**config.mk**
```make
export PLATFORM = sky130hd
export DESIGN_NAME = viterbi_node_updater
export DESIGN_NICKNAME = d
export VERILOG_FILES = /design/src/rtl/viterbi_node_updater.sv
export SDC_FILE = /design/constraint.sdc
export NUM_CORES = 1
export LEC_CHECK = 0
export CAP_MARGIN = 20
export CORE_UTILIZATION = 33
export DETAILED_ROUTE_END_ITERATION = 8
export GPL_TIMING_DRIVEN = 0
export SLEW_MARGIN = 30
export SYNTH_ARGS = -nofsm -noshare
export SYNTH_HDL_FRONTEND = slang
export SYNTH_SLANG_ARGS = --single-unit
```
**constraint.sdc**
```tcl
create_clock -name clka -period 7.3 [get_ports clka]
set_input_delay 1.46 -clock clka [delete_from_list [all_inputs] [get_ports clka]]
set_output_delay 1.46 -clock clka [all_outputs]
set_load 0.01 [all_outputs]
```
**src/rtl/viterbi_node_updater.sv**
```systemverilog
// Viterbi frame sequencer: updates every node score of a left-to-right HMM in place in a 1-cycle-latency BRAM.
// Latency: INIT N_NODES+1 cycles, frame 3*N_NODES+1 cycles; starts are accepted only in IDLE.
module viterbi_node_updater #(
  parameter int N_NODES    = 64,
  parameter int ADDR_W     = 6,
  parameter int DATA_W     = 16,
  parameter int SELF_COST  = 2,
  parameter int TRANS_COST = 4
) (
  input  logic              clka,
  input  logic              rst,
  input  logic              init_start,
  input  logic              frame_start,
  output logic              busy,
  output logic              done,
  output logic [ADDR_W-1:0] emis_addr,
  input  logic [DATA_W-1:0] emis_data,
  output logic [ADDR_W-1:0] addra,
  output logic              wea,
  output logic [DATA_W-1:0] dina,
  input  logic [DATA_W-1:0] douta,
  output logic [DATA_W-1:0] best_score,
  output logic [ADDR_W-1:0] best_node,
  output logic [DATA_W-1:0] last_score
);

  localparam logic [DATA_W-1:0] INF     = '1;
  localparam logic [ADDR_W-1:0] LAST    = ADDR_W'(N_NODES - 1);
  localparam logic [DATA_W-1:0] SELF_C  = DATA_W'(SELF_COST);
  localparam logic [DATA_W-1:0] TRANS_C = DATA_W'(TRANS_COST);

  typedef enum logic [2:0] {S_IDLE, S_INIT, S_RD, S_CAP, S_WR, S_FIN} state_t;

  typedef struct packed {
    logic [DATA_W-1:0] score;
    logic [ADDR_W-1:0] node;
  } best_t;

  state_t            state;
  logic [ADDR_W-1:0] i;
  logic [DATA_W-1:0] prev;
  logic [DATA_W-1:0] new_q;
  best_t             run;
  logic              frame_op;

  logic [DATA_W-1:0] stay_c;
  logic [DATA_W-1:0] move_c;
  logic [DATA_W-1:0] new_c;

  // INF is absorbing; any carry out of DATA_W clamps to INF.
  function automatic logic [DATA_W-1:0] sat_add(input logic [DATA_W-1:0] a,
                                                input logic [DATA_W-1:0] b);
    logic [DATA_W:0] s;
    s = {1'b0, a} + {1'b0, b};
    if (a == INF || b == INF || s[DATA_W])
      return INF;
    return s[DATA_W-1:0];
  endfunction

  assign stay_c = sat_add(douta, SELF_C);
  assign move_c = sat_add(prev, TRANS_C);
  assign new_c  = sat_add((move_c < stay_c) ? move_c : stay_c, emis_data);

  always_ff @(posedge clka or posedge rst) begin
    if (rst) begin
      state      <= S_IDLE;
      i          <= '0;
      prev       <= INF;
      new_q      <= '0;
      run        <= '{score: INF, node: '0};
      frame_op   <= 1'b0;
      busy       <= 1'b0;
      done       <= 1'b0;
      wea        <= 1'b0;
      addra      <= '0;
      dina       <= '0;
      emis_addr  <= '0;
      best_score <= '0;
      best_node  <= '0;
      last_score <= '0;
    end else begin
      done <= 1'b0;
      unique case (state)
        S_IDLE: begin
          if (init_start) begin
            state    <= S_INIT;
            i        <= '0;
            frame_op <= 1'b0;
            busy     <= 1'b1;
            wea      <= 1'b1;
            addra    <= '0;
            dina     <= '0;
          end else if (frame_start) begin
            state     <= S_RD;
            i         <= '0;
            frame_op  <= 1'b1;
            prev      <= INF;
            run       <= '{score: INF, node: '0};
            busy      <= 1'b1;
            addra     <= '0;
            emis_addr <= '0;
          end
        end
        S_INIT: begin
          if (i == LAST) begin
            state <= S_FIN;
            wea   <= 1'b0;
            busy  <= 1'b0;
            done  <= 1'b1;
          end else begin
            i     <= i + 1'b1;
            addra <= i + 1'b1;
            dina  <= INF;
          end
        end
        S_RD: state <= S_CAP;
        S_CAP: begin
          // prev must hold the pre-update score of node i for node i+1's move path.
          new_q <= new_c;
          prev  <= douta;
          dina  <= new_c;
          wea   <= 1'b1;
          state <= S_WR;
        end
        S_WR: begin
          wea <= 1'b0;
          if (new_q < run.score)
            run <= '{score: new_q, node: i};
          if (i == LAST) begin
            last_score <= new_q;
            state      <= S_FIN;
            busy       <= 1'b0;
            done       <= 1'b1;
          end else begin
            i         <= i + 1'b1;
            addra     <= i + 1'b1;
            emis_addr <= i + 1'b1;
            state     <= S_RD;
          end
        end
        S_FIN: begin
          if (frame_op) begin
            best_score <= run.score;
            best_node  <= run.node;
          end
          state <= S_IDLE;
        end
        default: state <= S_IDLE;
      endcase
    end
  end

endmodule

```
==> flow_summary.json, run 1 <==
{
  "outcome": "complete, no violations",
  "maxCapViolations": 0,
  "pin_count": 105,
  "worst_setup_path_start_kind": "input port",
  "wirelength_um": 21340,
  "synth_top_family_by_area": "simple AND/OR/NAND/NOR gates",
  "synth_top_area_share_pct": 30.48,
  "final_cell_mix": "99 x clkdlybuf4s50_1, 97 x nor2_1, 95 x dfrtp_1",
  "drive_gt1_share_pct": 13.43,
  "area_growth_pct": 27.10,
  "die_w_um": 155.7,
  "synth_mux_area_share_pct": 7.797,
  "viasPerCell": 5.097,
  "drt.antenna.violating_nets": 0,
  "skew_ps": 20.57,
  "fp.coreArea_um2": 22920,
  "slew_viol_final": 0,
  "p_leak_nw": 4.184,
  "finalHoldViolCount": 0,
  "r2r-start": "prev[2]$_DFFE_PP1P_",
  "dp_hpwl_um": 16510,
  "final_area_um2": 9912,
  "cp.required_ps": 7570,
  "path_class": "in2reg",
  "critical_path.startpoint": "douta[2]",
  "slew_headroom_pct": 36.31,
  "stdcell_count": 1303,
  "rows": 55,
  "cp-end-kind": "flip-flop",
  "cts_root_buffer": "clkbuf_16",
  "synth_edf_count": 0,
  "cts_max_path_buffers": 2,
  "fmax_ghz": 0.1435,
  "cts_max_level": 4,
  "yosys.area_share.adder_pct": 8.279,
  "gr-total-overflow": 0,
  "vdd_drop_max_mv": 0.1621,
  "ys.flop_type": "dfrtp_1",
  "grt_max_degree": 74,
  "ys_async_sr_fraction_pct": 100.0,
  "tightest_slew_ps": 951.9,
  "grt_pass1_vias": 6422,
  "yosys.area.top_type": "dfrtp_1",
  "final_nets": 1064,
  "synth_compound_area_share_pct": 16.65,
  "cp_max_fo": 10,
  "place_area_um2": 9226,
  "synth.distinct_cells": 62,
  "setup_ws_ps": 329.2,
  "synth_area_per_cell_um2": 9.111,
  "yosys_warnings": 0,
  "fin_tns_setup_ps": 0,
  "grt_pass1_wl_um": 34480,
  "powerDensity_nw_per_um2": 510.0,
  "syn_area_um2": 7799,
  "hold_class": "reg2reg",
  "fillerInstances": 2295,
  "grt_use_total_pct": 18.40,
  "cts-buffers-inserted": 17,
  "drc_errors": 0,
  "worst_ep_arrival_time_ps": 7240,
  "synthXorXnorAreaFrac_pct": 3.706,
  "setup_viol": 0,
  "dp.cells": 1270,
  "cts.sinks": 127,
  "synthCells": 856,
  "vias": 6642,
  "fin_crit_sh_pct": 95.49,
  "dr.pass1.iters": 5,
  "die-height_um": 155.7,
  "drtIter0Drc": 442,
  "ys_seq_elements": 127,
  "hp-start": "best_score[1]$_DFFE_PP0P_",
  "start_util_pct": 34.03,
  "period_needed_ps": 6971,
  "layout_commonest_cell": "clkdlybuf4s50_1",
  "syn_nets": 943,
  "clk_latency_ps": 420,
  "routedWlPerCell_um": 16.38,
  "dieArea_um2": 24250,
  "synthSimpleGateAreaFrac_pct": 18.53,
  "synth-seq-area-share_pct": 41.26,
  "gp_congestion": 0.9186,
  "cts_tree": "done",
  "port_buffers": 100,
  "dpl_worst_slack_ps": -1132,
  "antenna_found_initial": 0,
  "ys_top_cells_by_area": "dfrtp_1 30%, dfstp_2 11%, ha_1 8.0%, mux2_2 5.6%, nor2_1 4.7%",
  "rsz0062_at_grt": "false",
  "diodes": 0,
  "clk_pin_slew_worst_paths_ps": 60
}
-- cell type report --
type | instances | area [um^2] | area share (%)
Multi-Input combinational cell | 654 | 4337 | 43.75
Inverter | 38 | 150.1 | 1.515
Tap cell | 313 | 391.6 | 3.951
Clock inverter | 12 | 161.4 | 1.628
Clock buffer | 20 | 456.7 | 4.607
Buffer | 36 | 151.4 | 1.527
Sequential cell | 127 | 3218 | 32.47
Timing Repair Buffer | 103 | 1046 | 10.55
-- logic make-up after synthesis --
family,Yosys count
AND/OR/NAND/NOR,304
AO/OA/AOI/OAI,211
flip-flops,127
buffers and inverters,75
multiplexers,55
adder cells (fa/ha/maj),51
XOR/XNOR,33
-- power breakdown --
group          internal (mW)  switching (mW)  total, mW
sequential              1.01           0.216       1.23
combinational           1.25            1.68       2.93
clock                  0.558           0.340      0.898
-- synthesized netlist by cell type (3+ instances only) --
cell	count
a2111oi_0	3
and2_1	10
nand2b_1	11
buf_2	4
dfrtp_1	95
nand2_1	94
xnor2_1	17
a22o_1	4
a21o_1	12
nor2b_1	4
nand4b_1	4
nor3_1	11
dfstp_2	32
o22a_1	9
ha_1	50
clkbuf_1	32
a21oi_1	61
a41oi_1	4
a31oi_1	15
o21a_1	7
inv_1	37
a22oi_1	5
and3_1	8
nand3b_1	4
a211oi_1	4
mux2_2	39
mux2i_1	14
xor2_1	16
nor2_1	97
nor4_1	7
nand4_1	15
or3_1	3
a211o_1	3
nand3_1	24
o21ai_0	64
nand3_2	4
-- flip-flops by register name (all words and copies together), names as in the netlist, 3 cells and up --
| signal | count |
|---|---|
| state | 3 |
| i | 6 |
| emis_addr | 6 |
| last_score | 16 |
| dina | 16 |
| best_node | 6 |
| new_q | 16 |
| prev | 16 |
| run | 22 |
| best_score | 16 |
-- final timing paths --
| path | end | slack [ps] | depth (start not counted) |
|---|---|---|---|
| setup / recovery | new_q[13]$_DFFE_PP0P_ | 330 | 24 |
| hold / removal | best_score[1]$_DFFE_PP0P_ | 480 | 2 |
| setup reg to reg | new_q[13]$_DFFE_PP0P_ | 940 | 26 |
| hold reg to reg | best_score[1]$_DFFE_PP0P_ | 480 | 2 |
| max in group asynchronous | prev[8]$_DFFE_PP1P_ | 5110 | 3 |
| min in group asynchronous | best_node[0]$_DFFE_PP0P_ | 1450 | 2 |
-- critical path: stages --
cell	delay (ps)
clkdlybuf4s50_1	580
ha_1	270
nand4_1	190
nor4_2	230
mux2i_1	340
ha_1	320
a211oi_1	190
o21ai_0	140
a221oi_1	320
o211ai_2	170
buf_4	200
clkbuf_2	210
nor2_1	170
a21oi_2	60
ha_1	350
or3_1	360
a21oi_1	220
a21oi_1	100
o41a_1	390
a21o_1	200
a21oi_2	260
o211a_2	280
buf_6	150
a31oi_1	80
-- repair_timing --
action                                  CTS  global route
gates resized for setup                   6             9
pin swaps                                 1             0
setup buffers                             2             0
gates cloned                              0             0
endpoints found under the setup margin   32            32
hold buffers                              0             0
-- routing by layer --
layer	track usage, %	vias up	wire length, um
met5	0	-	0
met4	5.369	0	247
met3	2.667	16	708
met2	30.26	170	10090
met1	25.02	3147	10290
li1	-	3309	-
-- stage by stage --
stage	utilization (%)	power, mW	hold slack (ps)
after global routing	43.25	5.452	492.9
after detailed placement	40.26	4.123	470.3
final	43.25	5.055	475.2
after global placement	40.11	4.083	462.7
after CTS	43.09	5.058	484.1
after floorplan	-	3.184	480.6
Note: power is estimated with default switching activity, not from simulation.
==> run 2: changes to the inputs <==
ABC_AREA = 1   (was not set)
PLACE_DENSITY = 0.51   (was not set)
==> flow_summary.json, run 2 <==
{
  "crit_slowest_cell": "clkdlybuf4s50_1",
  "finalHoldViolCount": 0,
  "power_mw": 4.949,
  "slowest_delay_ps": 510,
  "reg2regPathDepth": 40,
  "path_class": "in2reg",
  "stdcell_count": 1386,
  "cp-end-kind": "flip-flop",
  "period_needed_ps": 6792,
  "yosysMostFrequentCell": "nand2_1",
  "grt_max_degree": 66,
  "cp_max_fo": 10,
  "die-height_um": 153.2,
  "gp_congestion": 0.8781,
  "cp.required_ps": 7610,
  "cpMostUsedCell": "nand2_1",
  "drive_gt1_share_pct": 9.946,
  "synthCells": 966,
  "setup_viol": 0,
  "skew_ps": 10.07,
  "cts_root_buffer": "clkbuf_16",
  "worst_ep_arrival_time_ps": 7100,
  "synth_top_family_by_area": "simple AND/OR/NAND/NOR gates",
  "synth_compound_area_share_pct": 13.29,
  "powerDensity_nw_per_um2": 513.1,
  "clk_latency_ps": 410,
  "yosys-top-cells-count": "244 x nand2_1, 147 x inv_1, 95 x dfrtp_1",
  "wirelength_um": 20610,
  "synthXorXnorAreaFrac_pct": 2.787,
  "viasPerCell": 4.799,
  "tightest_slew_ps": 575.8,
  "cts_tree": "done",
  "rows": 54,
  "synth_mux_area_share_pct": 0,
  "synth_top_area_share_pct": 31.52,
  "synth_area_per_cell_um2": 7.808,
  "fmax_ghz": 0.1472,
  "cts.sinks": 127,
  "worst_setup_path_start_kind": "input port",
  "diodes": 0,
  "yosys_warnings": 0,
  "gr-total-overflow": 0,
  "outcome": "complete, no violations",
  "yosys.area.top_type": "dfrtp_1",
  "grt_use_total_pct": 18.61,
  "syn_area_um2": 7542,
  "cts_max_level": 4,
  "largest_reg_flops": 22,
  "ys.flop_type": "dfrtp_1",
  "whs_path_depth": 2,
  "yosys.area_share.adder_pct": 8.560,
  "p_leak_nw": 4.825,
  "grt_pass1_vias": 6514,
  "cts_max_path_buffers": 2,
  "synth.distinct_cells": 36,
  "fin_crit_sh_pct": 93.04,
  "slew_viol_final": 0,
  "drtIter0Drc": 323,
  "synth_edf_count": 0,
  "ys_seq_elements": 127,
  "ys_async_sr_fraction_pct": 100.0,
  "synth-seq-area-share_pct": 42.67,
  "ys_top_cells_by_area": "dfrtp_1 32%, nand2_1 12%, dfstp_2 11%, ha_1 8.3%, inv_1 7.3%",
  "port_buffers": 104,
  "top_register": "run",
  "maxCapViolations": 0,
  "slew_headroom_pct": 61.62,
  "dr.pass1.iters": 5,
  "dpl_worst_slack_ps": -356.0,
  "dp_hpwl_um": 16520,
  "setup_ws_ps": 507.8,
  "layout_commonest_cell": "nand2_1",
  "hold_buffers": 0,
  "die_w_um": 153.2,
  "drt.antenna.violating_nets": 0,
  "dp.cells": 1351,
  "start_util_pct": 34.14,
  "vias": 6652,
  "final_nets": 1180,
  "grt_pass1_wl_um": 34160,
  "area_growth_pct": 27.89,
  "antenna_found_initial": 0,
  "final_cell_mix": "244 x nand2_1, 146 x inv_1, 104 x clkdlybuf4s50_1",
  "fp.coreArea_um2": 22090,
  "vdd_drop_max_mv": 0.2422,
  "routedWlPerCell_um": 14.87,
  "synthSimpleGateAreaFrac_pct": 23.74,
  "syn_nets": 1053,
  "clk_pin_slew_worst_paths_ps": 60,
  "hold_class": "reg2reg",
  "pin_count": 105,
  "cts-buffers-inserted": 17,
  "dieArea_um2": 23460,
  "drc_errors": 0
}
## run 2: cell count changes in the layout (fill, tap and decap cells not counted), sizes merged, moves of 16 or more
cell   change
a21oi     -16
nand2    +160
inv      +110
mux2      -40
nor2      -17
nand3     +17
a22oi     +19
## run 2: kinds of logic after synthesis
logic type	count (synthesis)
AO/OA/AOI/OAI	176
XOR/XNOR	24
adder cells (fa/ha/maj)	51
buffers and inverters	173
flip-flops	127
AND/OR/NAND/NOR	415
## run 2: final timing paths
| path | startpoint | endpoint | slack (ps) |
|---|---|---|---|
| worst max-delay path | douta[2] | dina[15]$_DFFE_PP0P_ | 510 |
| worst min-delay path | dina[2]$_DFFE_PP0P_ | dina[2]$_DFFE_PP0P_ | 480 |
| worst max register to register | prev[4]$_DFFE_PP1P_ | dina[15]$_DFFE_PP0P_ | 1430 |
| worst min register to register | dina[2]$_DFFE_PP0P_ | dina[2]$_DFFE_PP0P_ | 480 |
| max in group asynchronous | rst | run[12]$_DFFE_PP1P_ | 5090 |
| min in group asynchronous | rst | emis_addr[4]$_DFFE_PP0P_ | 1480 |
## run 2: stage by stage
step | setup TNS, ps | area (um^2) | utilization, % | hold WS [ps]
floorplan | 0 | 7542 | - | 450.9
global placement | -5911 | 8934 | 40.43 | 467.4
detailed placement | -5734 | 8969 | 40.59 | 465.6
CTS | 0 | 9589 | 43.40 | 482.9
global route | -7.226 | 9646 | 43.66 | 500.7
finish | 0 | 9646 | 43.66 | 477.7
## run 2: layer usage
layer | track usage (%) | vias to the layer above | share of wire [%]
met4 | 5.483 | 0 | 1.2
met3 | 2.637 | 15 | 2.6
li1 | - | 3412 | -
met5 | 0 | - | 0
met2 | 31.03 | 126 | 47
met1 | 25.01 | 3099 | 49
## run 2: timing repair
action | in CTS | in global routing
endpoints found under the setup margin | 0 | 32
gates resized for setup | 0 | 11
buffers inserted | 0 | 4
## run 2: critical path: cells and delay by family
| family | cells | cell delay [ps] |
|---|---|---|
| simple gates | 25 | 2620 |
| buf+inv | 7 | 1300 |
| fa+ha+maj | 4 | 890 |
| compound gates | 6 | 820 |
## run 2: cell type report
type	count	area (um^2)
Buffer	23	115.1
Clock buffer	18	429.2
Multi-Input combinational cell	666	3676
Inverter	149	566.8
Sequential cell	127	3218
Timing Repair Buffer	109	1099
Clock inverter	14	191.4
Fill cell	2263	12450
Tap cell	280	350.3
## run 2: report_power, final
group | internal (mW) | leakage [nW] | total (mW) | switching (mW)
logic | 1.14 | 2.95 | 2.95 | 1.81
clock network | 0.572 | 0.304 | 0.885 | 0.314
registers | 0.982 | 1.57 | 1.12 | 0.134
total | 2.69 | 4.82 | 4.95 | 2.26
==> run 3: changes to the inputs <==
CTS_CLUSTER_DIAMETER = 100   (was not set)
clock period = 8.3 ns   (was 7.3 ns; I/O delays follow)
==> flow_summary.json, run 3 (synthesis gave the netlist of run 2 again) <==
{
  "top_register": "run",
  "cts_max_level": 4,
  "die-height_um": 153.2,
  "clk_pin_slew_worst_paths_ps": 60,
  "wirelength_um": 20550,
  "grt_use_total_pct": 18.61,
  "slew_headroom_pct": 62.66,
  "rows": 54,
  "power_frac_seq_pct": 22.8,
  "diodes": 0,
  "vdd_drop_max_mv": 0.2112,
  "grt_max_degree": 66,
  "cp_max_fo": 10,
  "maxCapViolations": 0,
  "hold_buffers": 0,
  "combPwrFrac_pct": 59.1,
  "dp_hpwl_um": 16520,
  "wl_met2_um": 9523,
  "final_nets": 1177,
  "multi_input_area_um2": 3649,
  "largest_reg_flops": 22,
  "outcome": "complete, no violations",
  "p_int_mw": 2.342,
  "slew_viol_final": 0,
  "cpMostUsedCell": "nand2_1",
  "hold_class": "reg2reg",
  "grt_pass1_vias": 6514,
  "viasPerCell": 4.762,
  "drive_gt1_share_pct": 9.066,
  "cts.sinks": 127,
  "cts.repair.resized": 0,
  "fin_tns_setup_ps": 0,
  "fp.coreArea_um2": 22090,
  "worst_setup_path_start_kind": "input port",
  "met3_length_um": 500,
  "cp-end-kind": "flip-flop",
  "post-route-util_pct": 43.40,
  "r2r-start": "prev[4]$_DFFE_PP1P_",
  "fillerInstances": 2271,
  "cts_max_path_buffers": 2,
  "pin_count": 105,
  "fmax_ghz": 0.1348,
  "layout_commonest_cell": "nand2_1",
  "slowest_delay_ps": 510,
  "r2r_setup_slack_ps": 2140,
  "cp.required_ps": 8650,
  "grt_pass1_wl_um": 34160,
  "regArea_um2": 3218,
  "vias": 6586,
  "r2r_end": "dina[12]$_DFFE_PP0P_",
  "gp_congestion": 0.8781,
  "clk_latency_ps": 410,
  "skew_ps": 11.22,
  "die_w_um": 153.2,
  "worst_ep_arrival_time_ps": 7770,
  "switching_power_mw": 1.966,
  "fin_crit_sh_pct": 89.36,
  "critical_path.startpoint": "douta[2]",
  "cts-buffers-inserted": 17,
  "setup_viol": 0,
  "drtIter0Drc": 254,
  "drc_errors": 0,
  "cts_root_buffer": "clkbuf_16",
  "start_util_pct": 34.14,
  "m1WireLength_um": 10290,
  "finalHoldViolCount": 0,
  "drt.antenna.violating_nets": 0,
  "path_class": "in2reg",
  "critical_path.endpoint": "dina[12]$_DFFE_PP0P_",
  "port_buffers": 104,
  "hold_ws_ps": 478.4,
  "routedWlPerCell_um": 14.86,
  "cts_tree": "done",
  "antenna_found_initial": 0,
  "reg2regPathDepth": 41,
  "postCtsSetupRepairBufs": 0,
  "crit_slowest_cell": "clkdlybuf4s50_1",
  "maxUsedRoutingLayer": "met4",
  "rsz0062_at_grt": "false",
  "powerDensity_nw_per_um2": 449.2,
  "gr-total-overflow": 0,
  "dieArea_um2": 23460,
  "final_cell_mix": "244 x nand2_1, 146 x inv_1, 104 x clkdlybuf4s50_1",
  "area_growth_pct": 27.14,
  "tightest_slew_ps": 560.1,
  "power_frac_clock_pct": 18.1,
  "period_needed_ps": 7417,
  "p_sw_share_pct": 45.64,
  "dr.pass1.iters": 4,
  "p_leak_nw": 4.802
}
==> run 3: layout make-up <==
cell class                 instances  area share, %
clock inverter                    14          1.996
sequential                       127          33.56
timing repair buffer             105          11.14
clock buffer                      18          4.475
tap                              280          3.653
multi-input combinational        666          38.05
inverter                         149          5.911
buffer                            24          1.213
==> run 3: worst min path at each step <==
stage	from	to	slack (ps)	cells past startpoint
finish	dina[2]$_DFFE_PP0P_	dina[2]$_DFFE_PP0P_	480	2
global route	dina[2]$_DFFE_PP0P_	dina[2]$_DFFE_PP0P_	500	2
CTS	dina[2]$_DFFE_PP0P_	dina[2]$_DFFE_PP0P_	480	2
detailed placement	dina[2]$_DFFE_PP0P_	dina[2]$_DFFE_PP0P_	470	2
global placement	dina[2]$_DFFE_PP0P_	dina[2]$_DFFE_PP0P_	470	2
floorplan	frame_op$_DFFE_PP0P_	frame_op$_DFFE_PP0P_	450	2
==> run 3: per-layer routing <==
metal | global-route usage, % | vias to the layer above
li1 | - | 3406
met4 | 5.483 | 0
met1 | 25.01 | 3052
met5 | 0 | -
met2 | 31.03 | 112
met3 | 2.637 | 16
==> run 3: critical path: cells and delay by family <==
kind                     cells  cell delay (ps)
AO/OA/AOI/OAI                8             1410
adder cells (fa/ha/maj)      4              990
buffers and inverters        8             1460
AND/OR/NAND/NOR             22             2220
==> run 3: power by group through the flow <==
stage | combinational [mW] | clock (mW) | sequential [mW]
floorplan | 1.77 | 0 | 1.01
global placement | 2.54 | 0 | 0.991
detailed placement | 2.55 | 0 | 0.991
CTS | 2.57 | 0.793 | 0.984
global route | 2.91 | 0.820 | 1.01
finish | 2.55 | 0.780 | 0.981
==> run 3: stage by stage <==
step                area (um^2)  worst slack, ps  power [mW]  cells
finish                     9589            883.0       4.308   1383
global route               9589            272.8       4.737   1383
CTS                        9589            867.9       4.344   1383
detailed placement         8969            444.0       3.542   1351
global placement           8934            439.5       3.529   1350
floorplan                  7542             2040       2.778    966
